$ cat config.mk
export PLATFORM = sky130hd
export DESIGN_NAME = osc_freq_meter
export DESIGN_NICKNAME = d
export VERILOG_FILES = /design/src/rtl/osc_freq_meter_pkg.sv /design/src/rtl/osc_edge_sync.sv /design/src/rtl/osc_freq_meter.sv
export SDC_FILE = /design/constraint.sdc
export NUM_CORES = 1
export LEC_CHECK = 0
export CELL_PAD_IN_SITES_DETAIL_PLACEMENT = 0
export CELL_PAD_IN_SITES_GLOBAL_PLACEMENT = 1
export CORE_UTILIZATION = 48
export CTS_CLUSTER_SIZE = 30
export DETAILED_ROUTE_END_ITERATION = 7
export PLACE_DENSITY = 0.95
export SLEW_MARGIN = 40
export SYNTH_ARGS = -nofsm -noshare
export SYNTH_HDL_FRONTEND = slang
export SYNTH_HIERARCHICAL = 1
export SYNTH_SLANG_ARGS = --single-unit
$ cat constraint.sdc
create_clock -name clk -period 8.22 [get_ports clk]
set_clock_uncertainty 0.1 [all_clocks]
set_input_delay 1.644 -clock clk [delete_from_list [all_inputs] [get_ports clk]]
set_output_delay 1.644 -clock clk [all_outputs]
set_load 0.03 [all_outputs]
$ cat src/rtl/osc_freq_meter_pkg.sv
// Shared types and helpers for the oscillator frequency meter.
package osc_freq_meter_pkg;

  typedef enum logic [1:0] {
    IDLE = 2'd0,
    RUN  = 2'd1,
    DONE = 2'd2
  } state_e;

  function automatic int lock_cnt_w(input int lock_n);
    return $clog2(lock_n + 1);
  endfunction

  // Increment that sticks at max_v instead of wrapping.
  function automatic logic [31:0] sat_inc(input logic [31:0] v, input logic [31:0] max_v);
    return (v >= max_v) ? max_v : v + 32'd1;
  endfunction

endpackage

$ cat src/rtl/osc_edge_sync.sv
// Two-flop synchroniser for one oscillator input followed by a registered
// rising-edge detector; pulse_o is one clk wide, three cycles after the input edge.
module osc_edge_sync (
  input  logic clk,
  input  logic rst,
  input  logic osc_in,
  output logic pulse_o
);

  logic [2:0] sync_q, sync_d;
  logic       pulse_q, pulse_d;

  always_comb begin
    sync_d  = {sync_q[1:0], osc_in};
    pulse_d = sync_q[1] & ~sync_q[2];
  end

  always_ff @(posedge clk or posedge rst) begin
    if (rst) begin
      sync_q  <= '0;
      pulse_q <= 1'b0;
    end else begin
      sync_q  <= sync_d;
      pulse_q <= pulse_d;
    end
  end

  assign pulse_o = pulse_q;

endmodule

$ cat src/rtl/osc_freq_meter.sv
// Multi-channel gated edge counter with tolerance compare and lock detection
// for the ring-oscillator PLL measurement path.
module osc_freq_meter
  import osc_freq_meter_pkg::*;
#(
  parameter int NCH    = 4,
  parameter int CNT_W  = 16,
  parameter int WIN_W  = 16,
  parameter int LOCK_N = 4
) (
  input  logic                 clk,
  input  logic                 rst,
  input  logic [NCH-1:0]       osc_in,
  input  logic [NCH-1:0]       chan_en,
  input  logic [WIN_W-1:0]     win_len,
  input  logic [CNT_W-1:0]     target,
  input  logic [CNT_W-1:0]     tol,
  input  logic                 start,
  input  logic                 cont_mode,
  input  logic                 abort,
  output logic                 busy,
  output logic                 done,
  output logic [NCH*CNT_W-1:0] count_o,
  output logic [NCH-1:0]       in_range,
  output logic                 locked
);

  localparam int              LCW      = lock_cnt_w(LOCK_N);
  localparam logic [CNT_W-1:0] CNT_MAX  = '1;
  localparam logic [LCW-1:0]   LOCK_MAX = LCW'(LOCK_N);

  state_e               state_q, state_d;
  logic [WIN_W-1:0]     win_q, win_d, win_init;
  logic [CNT_W-1:0]     cnt_q [NCH];
  logic [CNT_W-1:0]     cnt_d [NCH];
  logic [CNT_W-1:0]     cnt_inc [NCH];
  logic [NCH*CNT_W-1:0] count_q, count_d;
  logic [NCH-1:0]       in_range_q, in_range_d, range_ok, pulse;
  logic [LCW-1:0]       lock_cnt_q, lock_cnt_d;
  logic                 locked_q, locked_d, busy_q, busy_d, done_q, done_d;
  logic                 pass;

  // cnt_inc already includes this cycle's edge so the last RUN cycle is counted.
  for (genvar g = 0; g < NCH; g++) begin : g_ch
    logic signed [CNT_W:0] diff;
    logic        [CNT_W:0] mag;

    osc_edge_sync u_sync (
      .clk     (clk),
      .rst     (rst),
      .osc_in  (osc_in[g]),
      .pulse_o (pulse[g])
    );

    assign cnt_inc[g]  = pulse[g] ? CNT_W'(sat_inc(32'(cnt_q[g]), 32'(CNT_MAX))) : cnt_q[g];
    assign diff        = $signed({1'b0, cnt_inc[g]}) - $signed({1'b0, target});
    assign mag         = diff[CNT_W] ? $unsigned(-diff) : $unsigned(diff);
    assign range_ok[g] = (mag <= {1'b0, tol});
  end

  assign win_init = (win_len == '0) ? '0 : win_len - WIN_W'(1);
  assign pass     = (chan_en != '0) && ((range_ok & chan_en) == chan_en);

  always_comb begin
    state_d = state_q;
    if (abort) begin
      state_d = IDLE;
    end else begin
      case (state_q)
        IDLE:    if (start) state_d = RUN;
        RUN:     if (win_q == '0) state_d = DONE;
        DONE:    state_d = cont_mode ? RUN : IDLE;
        default: state_d = IDLE;
      endcase
    end
  end

  always_comb begin
    win_d      = win_q;
    cnt_d      = cnt_q;
    count_d    = count_q;
    in_range_d = in_range_q;
    lock_cnt_d = lock_cnt_q;
    locked_d   = locked_q;
    done_d     = 1'b0;
    busy_d     = (state_d != IDLE);

    if (state_d == RUN && state_q != RUN) begin
      win_d = win_init;
      for (int i = 0; i < NCH; i++) cnt_d[i] = '0;
    end else if (state_q == RUN) begin
      if (win_q != '0) win_d = win_q - WIN_W'(1);
      for (int i = 0; i < NCH; i++) cnt_d[i] = cnt_inc[i];
    end

    if (state_q == RUN && state_d == DONE) begin
      done_d     = 1'b1;
      in_range_d = range_ok;
      for (int i = 0; i < NCH; i++) count_d[i*CNT_W +: CNT_W] = cnt_inc[i];
      lock_cnt_d = pass ? LCW'(sat_inc(32'(lock_cnt_q), 32'(LOCK_N))) : '0;
      locked_d   = pass && (lock_cnt_d == LOCK_MAX);
    end
  end

  always_ff @(posedge clk or posedge rst) begin
    if (rst) begin
      state_q    <= IDLE;
      win_q      <= '0;
      count_q    <= '0;
      in_range_q <= '0;
      lock_cnt_q <= '0;
      locked_q   <= 1'b0;
      busy_q     <= 1'b0;
      done_q     <= 1'b0;
    end else begin
      state_q    <= state_d;
      win_q      <= win_d;
      count_q    <= count_d;
      in_range_q <= in_range_d;
      lock_cnt_q <= lock_cnt_d;
      locked_q   <= locked_d;
      busy_q     <= busy_d;
      done_q     <= done_d;
    end
  end

  // Edge counters are always cleared on entry to RUN, so they need no reset.
  always_ff @(posedge clk) begin
    cnt_q <= cnt_d;
  end

  assign busy     = busy_q;
  assign done     = done_q;
  assign count_o  = count_q;
  assign in_range = in_range_q;
  assign locked   = locked_q;

endmodule

[Yosys cells after proc, flatten, opt, wreduce, memory -nomap -nowiden]
Cells that the tools add are included.
Storage, ports and cells
  memories: 0
  word-level logic and storage cells: 97
  bits in writable memories: 0
  output and inout port bits: 71
  ROM bits: 0
  flip-flop bits (word level): 172
  bits in latches: 0
Operators by class
  bitwise gates (word level): 9
  shift operators: 0
  divide/modulo/power cells: 0
  add/sub/neg operators: 15
  $mul: 0
  $lt $le $gt $ge: 9
  equality and inequality tests: 7
  mux-type cells: 24
  reductions and logical operators: 13
Operators by type and width (number)
  16-bit 2-to-1 mux: 12
  17-bit by 16-bit <= comparator with 1-bit output: 4
  17-bit 2-to-1 mux: 4
  17-bit negator: 4
  16-bit by 16-bit subtractor with 17-bit output: 4
  16-bit by 1-bit adder with 16-bit output (second input constant): 4
  16-bit >= comparator (second input constant): 4
  16-bit logical NOT: 2
  16-bit by 1-bit subtractor with 16-bit output (second input constant): 2
  16-bit nonzero test: 1
  2-bit 2-to-1 mux: 3
  3-bit 2-to-1 mux: 2
  2-bit case mux with 3 select lines: 1
  2-bit nonzero test: 3
  1-bit AND: 4
  4-bit AND: 1
  2-bit by 1-bit == test with 1-bit output (second input constant): 2
  2-bit == test (second input constant): 2
  4-bit == test: 1
  1-bit logical AND: 4
  1-bit inverter: 4
  4-bit nonzero test: 1
  3-bit by 1-bit adder with 3-bit output (second input constant): 1
  3-bit == test (second input constant): 1
  other kinds (5): 6

[Longest topological paths before layout]
Gate-level depths: netlist of run 1.
  depth in word-level cells: 13
  gate-level depth with buffers: 29
  mapped depth without buffers: 28

[Hierarchy]
Netlist of run 1, hierarchy kept.
Modules (own cells, without submodules)
  osc_freq_meter: cells an instance 1815, instances 1, seq. area each 3583.4 um^2, area an instance 14232.4 um^2
  osc_edge_sync: cells an instance 6, instances 4, seq. area each 100.1 um^2, area an instance 117.6 um^2

[Least setup slack after synthesis of run 1]
OpenSTA, ideal clock, no wires.
  path type: input -> register
  start: input target[1]
  end: register locked_q, in the netlist locked
  setup time: 0.092 ns
  arrival time: 5.664 ns
  stages: 19
  path slack: 2.364 ns
  data required time: 8.028 ns
  buffers on the path: 0
  cells stage by stage: inv_1 > fa_1 > a211oi_2 > o31ai_2 > or4_1 > o21a_2 > a21oi_4 > or3b_4 > nor3_1 > a21oi_1 > xor2_1 > ha_1 > a211oi_1 > o2111ai_1 > a31oi_1 > o221ai_1 > a41oi_1 > o2111ai_2 > o31ai_2
On the way
  word-level cells in the longest chain between the ends: 10
  elaborated cells on any way between the ends: 22
  those cells by class: add/sub: 8; order compare: 4; eq/ne: 2; mux: 5; bitwise: 1; reduce/logical: 2
RTL lines
  start, declared: line osc_freq_meter.sv:16  | input logic [CNT_W-1:0] target,
  16-bit by 16-bit subtractor with 17-bit output: line osc_freq_meter.sv:56  | assign diff = $signed({1'b0, cnt_inc[g]}) - $signed({1'b0, target});
  17-bit negator: line osc_freq_meter.sv:57  | assign mag = diff[CNT_W] ? $unsigned(-diff) : $unsigned(diff);
  17-bit 2-to-1 mux: line osc_freq_meter.sv:57
  17-bit by 16-bit <= comparator with 1-bit output: line osc_freq_meter.sv:58  | assign range_ok[g] = (mag <= {1'b0, tol});
  4-bit AND (*): line osc_freq_meter.sv:62  | assign pass = (chan_en != '0) && ((range_ok & chan_en) == chan_en);
  4-bit == test (*): line osc_freq_meter.sv:62
  1-bit logical AND (*): line osc_freq_meter.sv:62
  3-bit 2-to-1 mux: line osc_freq_meter.sv:100  | lock_cnt_d = pass ? LCW'(sat_inc(32'(lock_cnt_q), 32'(LOCK_N))) : '0;
  3-bit == test: line osc_freq_meter.sv:101  | locked_d = pass && (lock_cnt_d == LOCK_MAX);
  1-bit logical AND (*): line osc_freq_meter.sv:101
  end signal, assigned: line osc_freq_meter.sv:121  | locked_q <= locked_d;
  end, declared: line osc_freq_meter.sv:40  | logic locked_q, locked_d, busy_q, busy_d, done_q, done_d;
Mark *: on every way between the ends. The rest lies on a longest branch, timed or not.
A chain may end at the register's enable or synchronous reset.

==> results.tsv, run 1 <==
stage	metric	value	unit
critical_path	Critical-path top delay cell	dfxtp_1	
clocking	Max Buffers Root-to-Sink	2	
critical_path	delay of the slowest critical-path stage	0.44	ns
critical_path	critical setup path kind	flip-flop to flip-flop	
placed_design	PortBufs	131	
clocking	H-tree depth	4	
clocking	Post-CTS Setup Bufs	0	
global_routing	initial antenna violation count	0	
status	status	completed	
final_layout	multi-input gate area in the final layout	10100	um2
detailed_routing	starting DRC count in detailed routing	1160	
power_and_ir_drop	power per cell area	142	nW/um2
detailed_routing	vias	13800	
yosys	number of flops mapped to enable cells by yosys	0	
detailed_routing	Routed WL	43300	um
sta	Worst Tran Pin Value	0.820	ns
sta	minimum clock period	6.86	ns
floorplanning	Placeable Area	29900	um2
detailed_routing	WL/cell	18.6	um
flow_run	max cap viols	0	
clocking	Worst-Skew Late Latency	0.45	ns
clocking	CTS Hold Bufs	0	
yosys	sequential area share after synthesis	27.1	%
critical_path	Startpoint Class	flip-flop	
critical_path	cell mode on critical path	o21ai_0	
global_routing	vias in the first global route	12600	
floorplanning	num rows	63	
power_and_ir_drop	P_leak	7.60	nW
sta	setup tns final	0	ns
clocking	clk sink count	172	
sta	Max Fclk	146	MHz
placed_design	Placed Cells	2300	
placed_design	GPL Wtd Cong	0.901	
detailed_routing	Residual DRC	0	
yosys	Synth Warn #	6	
sta	Setup violations, final	0	
final_layout	Layout Nets	2134	
sta	RSZ-0062 raised after global routing	no	
final_layout	filler cell count	2742	
final_layout	Final Instance Count excl. Fillers	2332	
critical_path	Reg2Reg Setup Slack	1.36	ns
floorplanning	Die Ht	177	um
min_path	hold path endpoint	g_ch[2].u_sync/sync_q[1]	
yosys	top_reg_cell synth	dfrtp_1	
final_layout	share of cells above drive strength 1	5.87	%
critical_path	Reg2Reg Depth	26	
final_layout	Syn-to-layout area delta	14.8	%
placed_design	hpwl dp	34000	um
clocking	Root Buffer	clkbuf_16	
min_path	worst hold-check path type	flip-flop to flip-flop	
final_layout	n_diodes	0	
critical_path	worst r2r src	cnt_q[22]	
yosys	Yosys cell types	92	
clocking	CTS tree	built	
global_routing	first-pass GRT wire length	67800	um
power_and_ir_drop	VDD IR-drop max	127	uV
detailed_routing	DR vias/cell	5.92	
clocking	total CTS buffers	17	
yosys	synthesized area per cell	8.00	um2
floorplanning	DIE WIDTH	177	um
critical_path	Buf+Inv Stages, Crit Path	1	
detailed_routing	DRT antenna net count	0	
floorplanning	Initial Utilization	49.2	%
yosys	Mapped Cells	1839	
clocking	post-CTS sizing	0	
yosys	Net Count, Synth	2044	
global_routing	total grt overflow	0	
critical_path	CP max FO	15	
global_routing	Total GRT Usage	27.7	%
sta	Fin. Hold Viols	0	
critical_path	worst flop-to-flop path endpoint	locked	
yosys	synthesized area	14700	um2
critical_path	critical path endpoint category	flip-flop	
floorplanning	die area	31300	um2
yosys	Yosys reg bits	172	
critical_path	Largest delay share family, worst path	compound AO/OA/AOI/OAI gates	
sta	relative slew slack	44.8	%
clocking	clock transition at the registers of the reported paths	0.08	ns
sta	fin crit share	83.4	%
global_routing	pin count of the biggest net entering global routing	66	
min_path	Hold Path Origin	g_ch[2].u_sync/sync_q[0]	
detailed_routing	1st-pass router iterations	6	
sta	final-report max-slew violation count	0	
yosys	Async S/R FF share, synth	62.8	%
critical_path	WP data required	8.49	ns
critical_path	arrival time worst endpoint	7.13	ns
min_path	Hold Path Depth	0	
floorplanning	I/O pins	132	
final_layout	Seq. cell area	3980	um2
-- Yosys cell counts (14+ instances only) --
cell | n | share of area [%]
nand2_1 | 283 | 7.2
ha_1 | 140 | 12
nor2_1 | 111 | 2.8
o21ai_0 | 109 | 3.7
dfrtp_1 | 108 | 18
a21oi_1 | 107 | 3.6
inv_1 | 91 | 2.3
xor2_1 | 77 | 4.6
nand3_1 | 73 | 2.5
xnor2_1 | 69 | 4.1
dfxtp_1 | 64 | 8.7
clkbuf_1 | 49 | 1.3
nor3_1 | 34 | 1.2
nand4_1 | 32 | 1.4
a21o_1 | 30 | 1.5
and2_1 | 30 | 1.3
a31oi_1 | 28 | 1.2
and3_1 | 28 | 1.2
nor2b_1 | 24 | 1.0
a22o_1 | 23 | 1.4
nand2b_1 | 21 | 0.89
buf_2 | 18 | 0.61
mux2i_1 | 17 | 1.2
o21ai_1 | 16 | 0.54
or3_1 | 15 | 0.64
o211ai_1 | 14 | 0.71
o21a_1 | 14 | 0.71
-- worst max-delay path by stage --
stage / startpoint / to / slack [ns] / depth (start not counted)
final: cnt_q[22] / locked / 1.36 / 26
after global routing: cnt_q[22] / locked / 0.68 / 26
after CTS: cnt_q[22] / locked / 1.57 / 26
after detailed placement: target[0] / locked / 1.15 / 21
after global placement: target[0] / locked / 1.37 / 21
after floorplan: target[1] / locked / 2.36 / 19
-- layer usage --
layer | vias to the layer above | global-route usage [%] | routed length, um
met2 | 444 | 43.6 | 19300
met3 | 61 | 4.04 | 2450
met5 | - | 0 | 0
li1 | 6785 | - | -
met1 | 6518 | 38.8 | 20400
met4 | 0 | 9.27 | 1100
-- cells by family (layout without fill, tap and decap cells) --
group / after synthesis / in the layout / share of synthesized area (%)
mux: 30 / 30 / 2.18
xor+xnor: 147 / 147 / 8.81
compound gates: 461 / 461 / 20.8
buf+inv: 162 / 265 / 4.42
flops: 172 / 172 / 27.1
fa+ha+maj: 144 / 144 / 12.5
simple gates: 723 / 723 / 24.2
-- final cells by class --
class / instances / area share [%]
clock buffers: 18 / 2.60
clock inverters: 14 / 0.763
inverters: 91 / 2.04
multi-input cells: 1505 / 59.8
flip-flops and latches: 172 / 23.6
well taps: 390 / 2.89
repair buffers: 142 / 8.28
-- cells in the final DEF (no fill, tap or decap), drive strengths merged, types with 7 or more instances in the layout --
cell type,synthesis,final
o22ai,12,12
a211oi,12,12
and2,31,31
a22o,23,23
nand2b,21,21
o211ai,15,15
a21oi,112,112
or2,9,9
nor3b,8,8
nand3b,8,8
xnor2,70,70
buf,22,11
nor2b,28,28
o21a,15,15
dfrtp,108,108
nand3,74,74
o2111ai,7,7
nor2,111,111
nand2,283,283
a31oi,28,28
and4,9,9
mux2,13,13
nor4,13,13
inv,91,100
o21ai,126,126
mux2i,17,17
clkdlybuf4s50,0,131
dfxtp,64,64
xor2,77,77
nor3,36,36
a311oi,7,7
ha,140,140
o31ai,15,15
or3,15,15
nand4,32,32
and3,28,28
clkbuf,49,18
a21o,30,30
-- registers in the layout, summed over array words and instances (netlist names), 2 cells and up --
| register | flops |
|---|---|
| win_q | 16 |
| count_o | 64 |
| in_range | 4 |
| cnt_q | 64 |
| state_q | 2 |
| g_ch.u_sync/sync_q | 12 |
| g_ch.u_sync/pulse_o | 4 |
| lock_cnt_q | 3 |
-- metrics by stage --
| stage | area [um2] | util, % | hold WS (ns) | setup slack [ns] | total power [W] |
|---|---|---|---|---|---|
| 3_3_place_gp | 16300 | 54.6 | 0.234 | 1.37 | 0.00159 |
| 5_1_grt | 16900 | 56.5 | 0.272 | 0.678 | 0.00253 |
| 6_report | 16900 | 56.5 | 0.251 | 1.36 | 0.00241 |
| 2_1_floorplan | 14700 | - | 0.231 | 2.36 | 0.00141 |
| 3_5_place_dp | 16300 | 54.6 | 0.238 | 1.15 | 0.00161 |
| 4_1_cts | 16900 | 56.5 | 0.253 | 1.57 | 0.00241 |
-- power breakdown --
group / switching, W / internal (W) / total [W]
registers: 0.0000374 / 0.000875 / 0.000913
clock network: 0.000391 / 0.000409 / 0.000800
logic: 0.000410 / 0.000283 / 0.000693
total: 0.000838 / 0.00157 / 0.00241
Power figures use the tool's default switching activity.
==> run 2, diff against run 1 <==
Settings changed: CORE_UTILIZATION 48 to 40, PLACE_DENSITY 0.95 to 0.89.
Clock period 8.22 ns to 5.55 ns, I/O delays scaled along.
==> run 2 against run 1 <==
Net effect:
- the run now ends with negative setup slack left
- sequential power rose by 47%
- via count rose by 12%
- critical path depth did not move
- register-to-register slack got worse by 1.4 ns
- sequential cell count did not move
- largest cell class unchanged
==> results.tsv, run 2 (same netlist as run 1, synthesis figures left out) <==
stage	metric	value	unit	change
min_path	Hold Path Origin	g_ch[2].u_sync/sync_q[0]		
floorplanning	die area	37500	um2	+20%
detailed_routing	vias	15400		+12%
global_routing	first-pass GRT wire length	77800	um	+15%
detailed_routing	starting DRC count in detailed routing	1255		+8.2%
sta	fin crit share	101	%	+17 points
critical_path	Startpoint Class	flip-flop		
clocking	clk sink count	172		unchanged
critical_path	critical setup path kind	flip-flop to flip-flop		
clocking	Worst-Skew Late Latency	0.46	ns	about the same
critical_path	delay of the slowest critical-path stage	0.43	ns	about the same
sta	setup tns final	-0.0331	ns	-0.0331 ns
final_layout	commonest non-fill, non-tap cell in the layout	buf_4		
floorplanning	DIE WIDTH	194	um	+9.4%
global_routing	initial antenna violation count	0		unchanged
placed_design	GPL Wtd Cong	0.944		+4.8%
detailed_routing	Residual DRC	0		unchanged
final_layout	Syn-to-layout area delta	38.6	%	
sta	Max Fclk	179	MHz	+23%
critical_path	critical path endpoint category	flip-flop		
critical_path	Reg2Reg Depth	26		unchanged
global_routing	pin count of the biggest net entering global routing	66		unchanged
critical_path	arrival time worst endpoint	5.86	ns	-1.27 ns
floorplanning	num rows	69		+9.5%
clocking	Max Buffers Root-to-Sink	2		unchanged
sta	final-report max-slew violation count	0		unchanged
placed_design	PortBufs	131		unchanged
critical_path	cell mode on critical path	and3_4		
power_and_ir_drop	power per cell area	193	nW/um2	+35%
critical_path	Critical-path top delay cell	or3b_4		
clocking	CTS Hold Bufs	0		unchanged
flow_run	max cap viols	0		unchanged
power_and_ir_drop	P_leak	9.62	nW	+27%
global_routing	Total GRT Usage	25.9	%	-1.8 points
clocking	CTS tree	built		
floorplanning	Die Ht	194	um	+9.4%
status	status	finished, violations left		
floorplanning	Placeable Area	35800	um2	+20%
placed_design	hpwl dp	39400	um	+16%
clocking	H-tree depth	4		unchanged
floorplanning	I/O pins	132		unchanged
critical_path	worst r2r src	cnt_q[5]		
critical_path	CP max FO	4		-11
sta	Worst Tran Pin Value	0.741	ns	-0.0790 ns
detailed_routing	DRT antenna net count	0		unchanged
min_path	worst hold-check path type	flip-flop to flip-flop		
final_layout	n_diodes	0		unchanged
critical_path	WP data required	5.83	ns	-2.66 ns
detailed_routing	WL/cell	17.6	um	-5.2%
clocking	clock transition at the registers of the reported paths	0.08	ns	about the same
final_layout	share of cells above drive strength 1	25.2	%	+19 points
floorplanning	Initial Utilization	41.0	%	-8.2 points
final_layout	commonest non-fill, non-tap cells in the layout	buf_4 (395), nand2_1 (277), ha_1 (134), clkdlybuf4s50_1 (129), dfrtp_1 (107)		
sta	Setup violations, final	1		+1
critical_path	worst flop-to-flop path endpoint	locked		
sta	Fin. Hold Viols	0		unchanged
final_layout	Layout Utilization	56.9	%	+0.35 points
sta	relative slew slack	50.5	%	+5.8 points
sta	Final WS setup	-0.0331	ns	-1.40 ns
placed_design	Post-DP Area	19300	um2	+18%
clocking	total CTS buffers	17		unchanged
final_layout	final instance area	20400	um2	+21%
global_routing	vias in the first global route	15000		+19%
detailed_routing	DR vias/cell	5.53		-6.7%
detailed_routing	Routed WL	49100	um	+13%
sta	RSZ-0062 raised after global routing	yes		
global_routing	total grt overflow	0		unchanged
clocking	Root Buffer	clkbuf_16		
critical_path	Crit. Startpoint	cnt_q[5]		
critical_path	Reg2Reg Setup Slack	-0.03	ns	-1.40 ns
final_layout	Layout Nets	2522		+18%
detailed_routing	1st-pass router iterations	7		+1
power_and_ir_drop	VDD IR-drop max	221	uV	+74%
sta	minimum clock period	5.58	ns	-1.27 ns
status	failing checks	negative setup slack		
critical_path	end of the critical path	locked		
## run 2: cell types whose count changed in the layout (fill, tap and decap cells not counted), sizes merged
cell / before / now
clkdlybuf4s50: 131 / 129
clkinvlp: 1 / 2
dlygate4sd2: 0 / 1
clkbuf: 18 / 19
inv: 100 / 95
dlymetal6s2s: 0 / 1
buf: 11 / 399
bufinv: 0 / 2
clkinv: 4 / 5
## run 2: layout make-up
| class | instances | area (um2) |
|---|---|---|
| Timing Repair Buffer | 530 | 4360 |
| Tap cell | 461 | 577 |
| Multi-Input combinational cell | 1505 | 10500 |
| Inverter | 91 | 347 |
| Fill cell | 3210 | 15500 |
| Clock inverter | 13 | 156 |
| Sequential cell | 172 | 3990 |
| Clock buffer | 19 | 443 |
## run 2: how the worst min path moves through the flow
stage,to,slack [ns],cells after the start
floorplan,g_ch[0].u_sync/sync_q[1],0.23,0
global placement,g_ch[3].u_sync/sync_q[1],0.23,0
detailed placement,g_ch[0].u_sync/sync_q[1],0.24,0
CTS,g_ch[2].u_sync/sync_q[1],0.25,0
global route,g_ch[3].u_sync/sync_q[1],0.26,0
finish,g_ch[2].u_sync/sync_q[1],0.25,0
## run 2: per-stage QoR
step / setup WS, ns / instances / hold WS (ns) / power (W)
6_report: -0.0331 / 2791 / 0.249 / 0.00393
5_1_grt: -0.323 / 2791 / 0.260 / 0.00413
4_1_cts: 0.0148 / 2785 / 0.249 / 0.00390
3_5_place_dp: -0.644 / 2751 / 0.242 / 0.00263
3_3_place_gp: -0.556 / 2751 / 0.232 / 0.00259
2_1_floorplan: 0.114 / 1839 / 0.231 / 0.00208
## run 2: power by group
group          switching, W  leakage (nW)  internal [W]  total (W)
clock              0.000568         0.287      0.000686    0.00125
combinational      0.000687          7.37      0.000642    0.00133
sequential        0.0000456          1.96       0.00130    0.00134
## run 2: critical path, delay by kind of cell, from the launching register on
kind,cells,cell delay [ns]
AO/OA/AOI/OAI,13,2.37
AND/OR/NAND/NOR,8,1.62
adder cells (fa/ha/maj),3,0.92
flip-flops,1,0.32
XOR/XNOR,1,0.14
buffers and inverters,1,0.04
## run 2: metal layers
| layer | up-vias | track usage [%] | share of wire, % |
|---|---|---|---|
| met5 | - | 0 | 0 |
| met4 | 0 | 8.39 | 2.6 |
| met3 | 63 | 3.77 | 5.2 |
| met2 | 448 | 43.3 | 46 |
| met1 | 7346 | 34.4 | 46 |
| li1 | 7564 | - | - |
## run 2: repair_timing
item | in CTS | in global routing
gates resized for setup | 40 | 77
pin swaps | 16 | 38
buffers inserted | 2 | 6
endpoints found under the hold margin | 0 | 0
setup endpoints to repair | 5 | 6
==> run 3, diff against run 2 <==
Settings changed: ABC_CLOCK_PERIOD_IN_PS set to 5550.
==> results of run 3 <==
The final DEF is identical to that of run 2; final timing and power are the same.
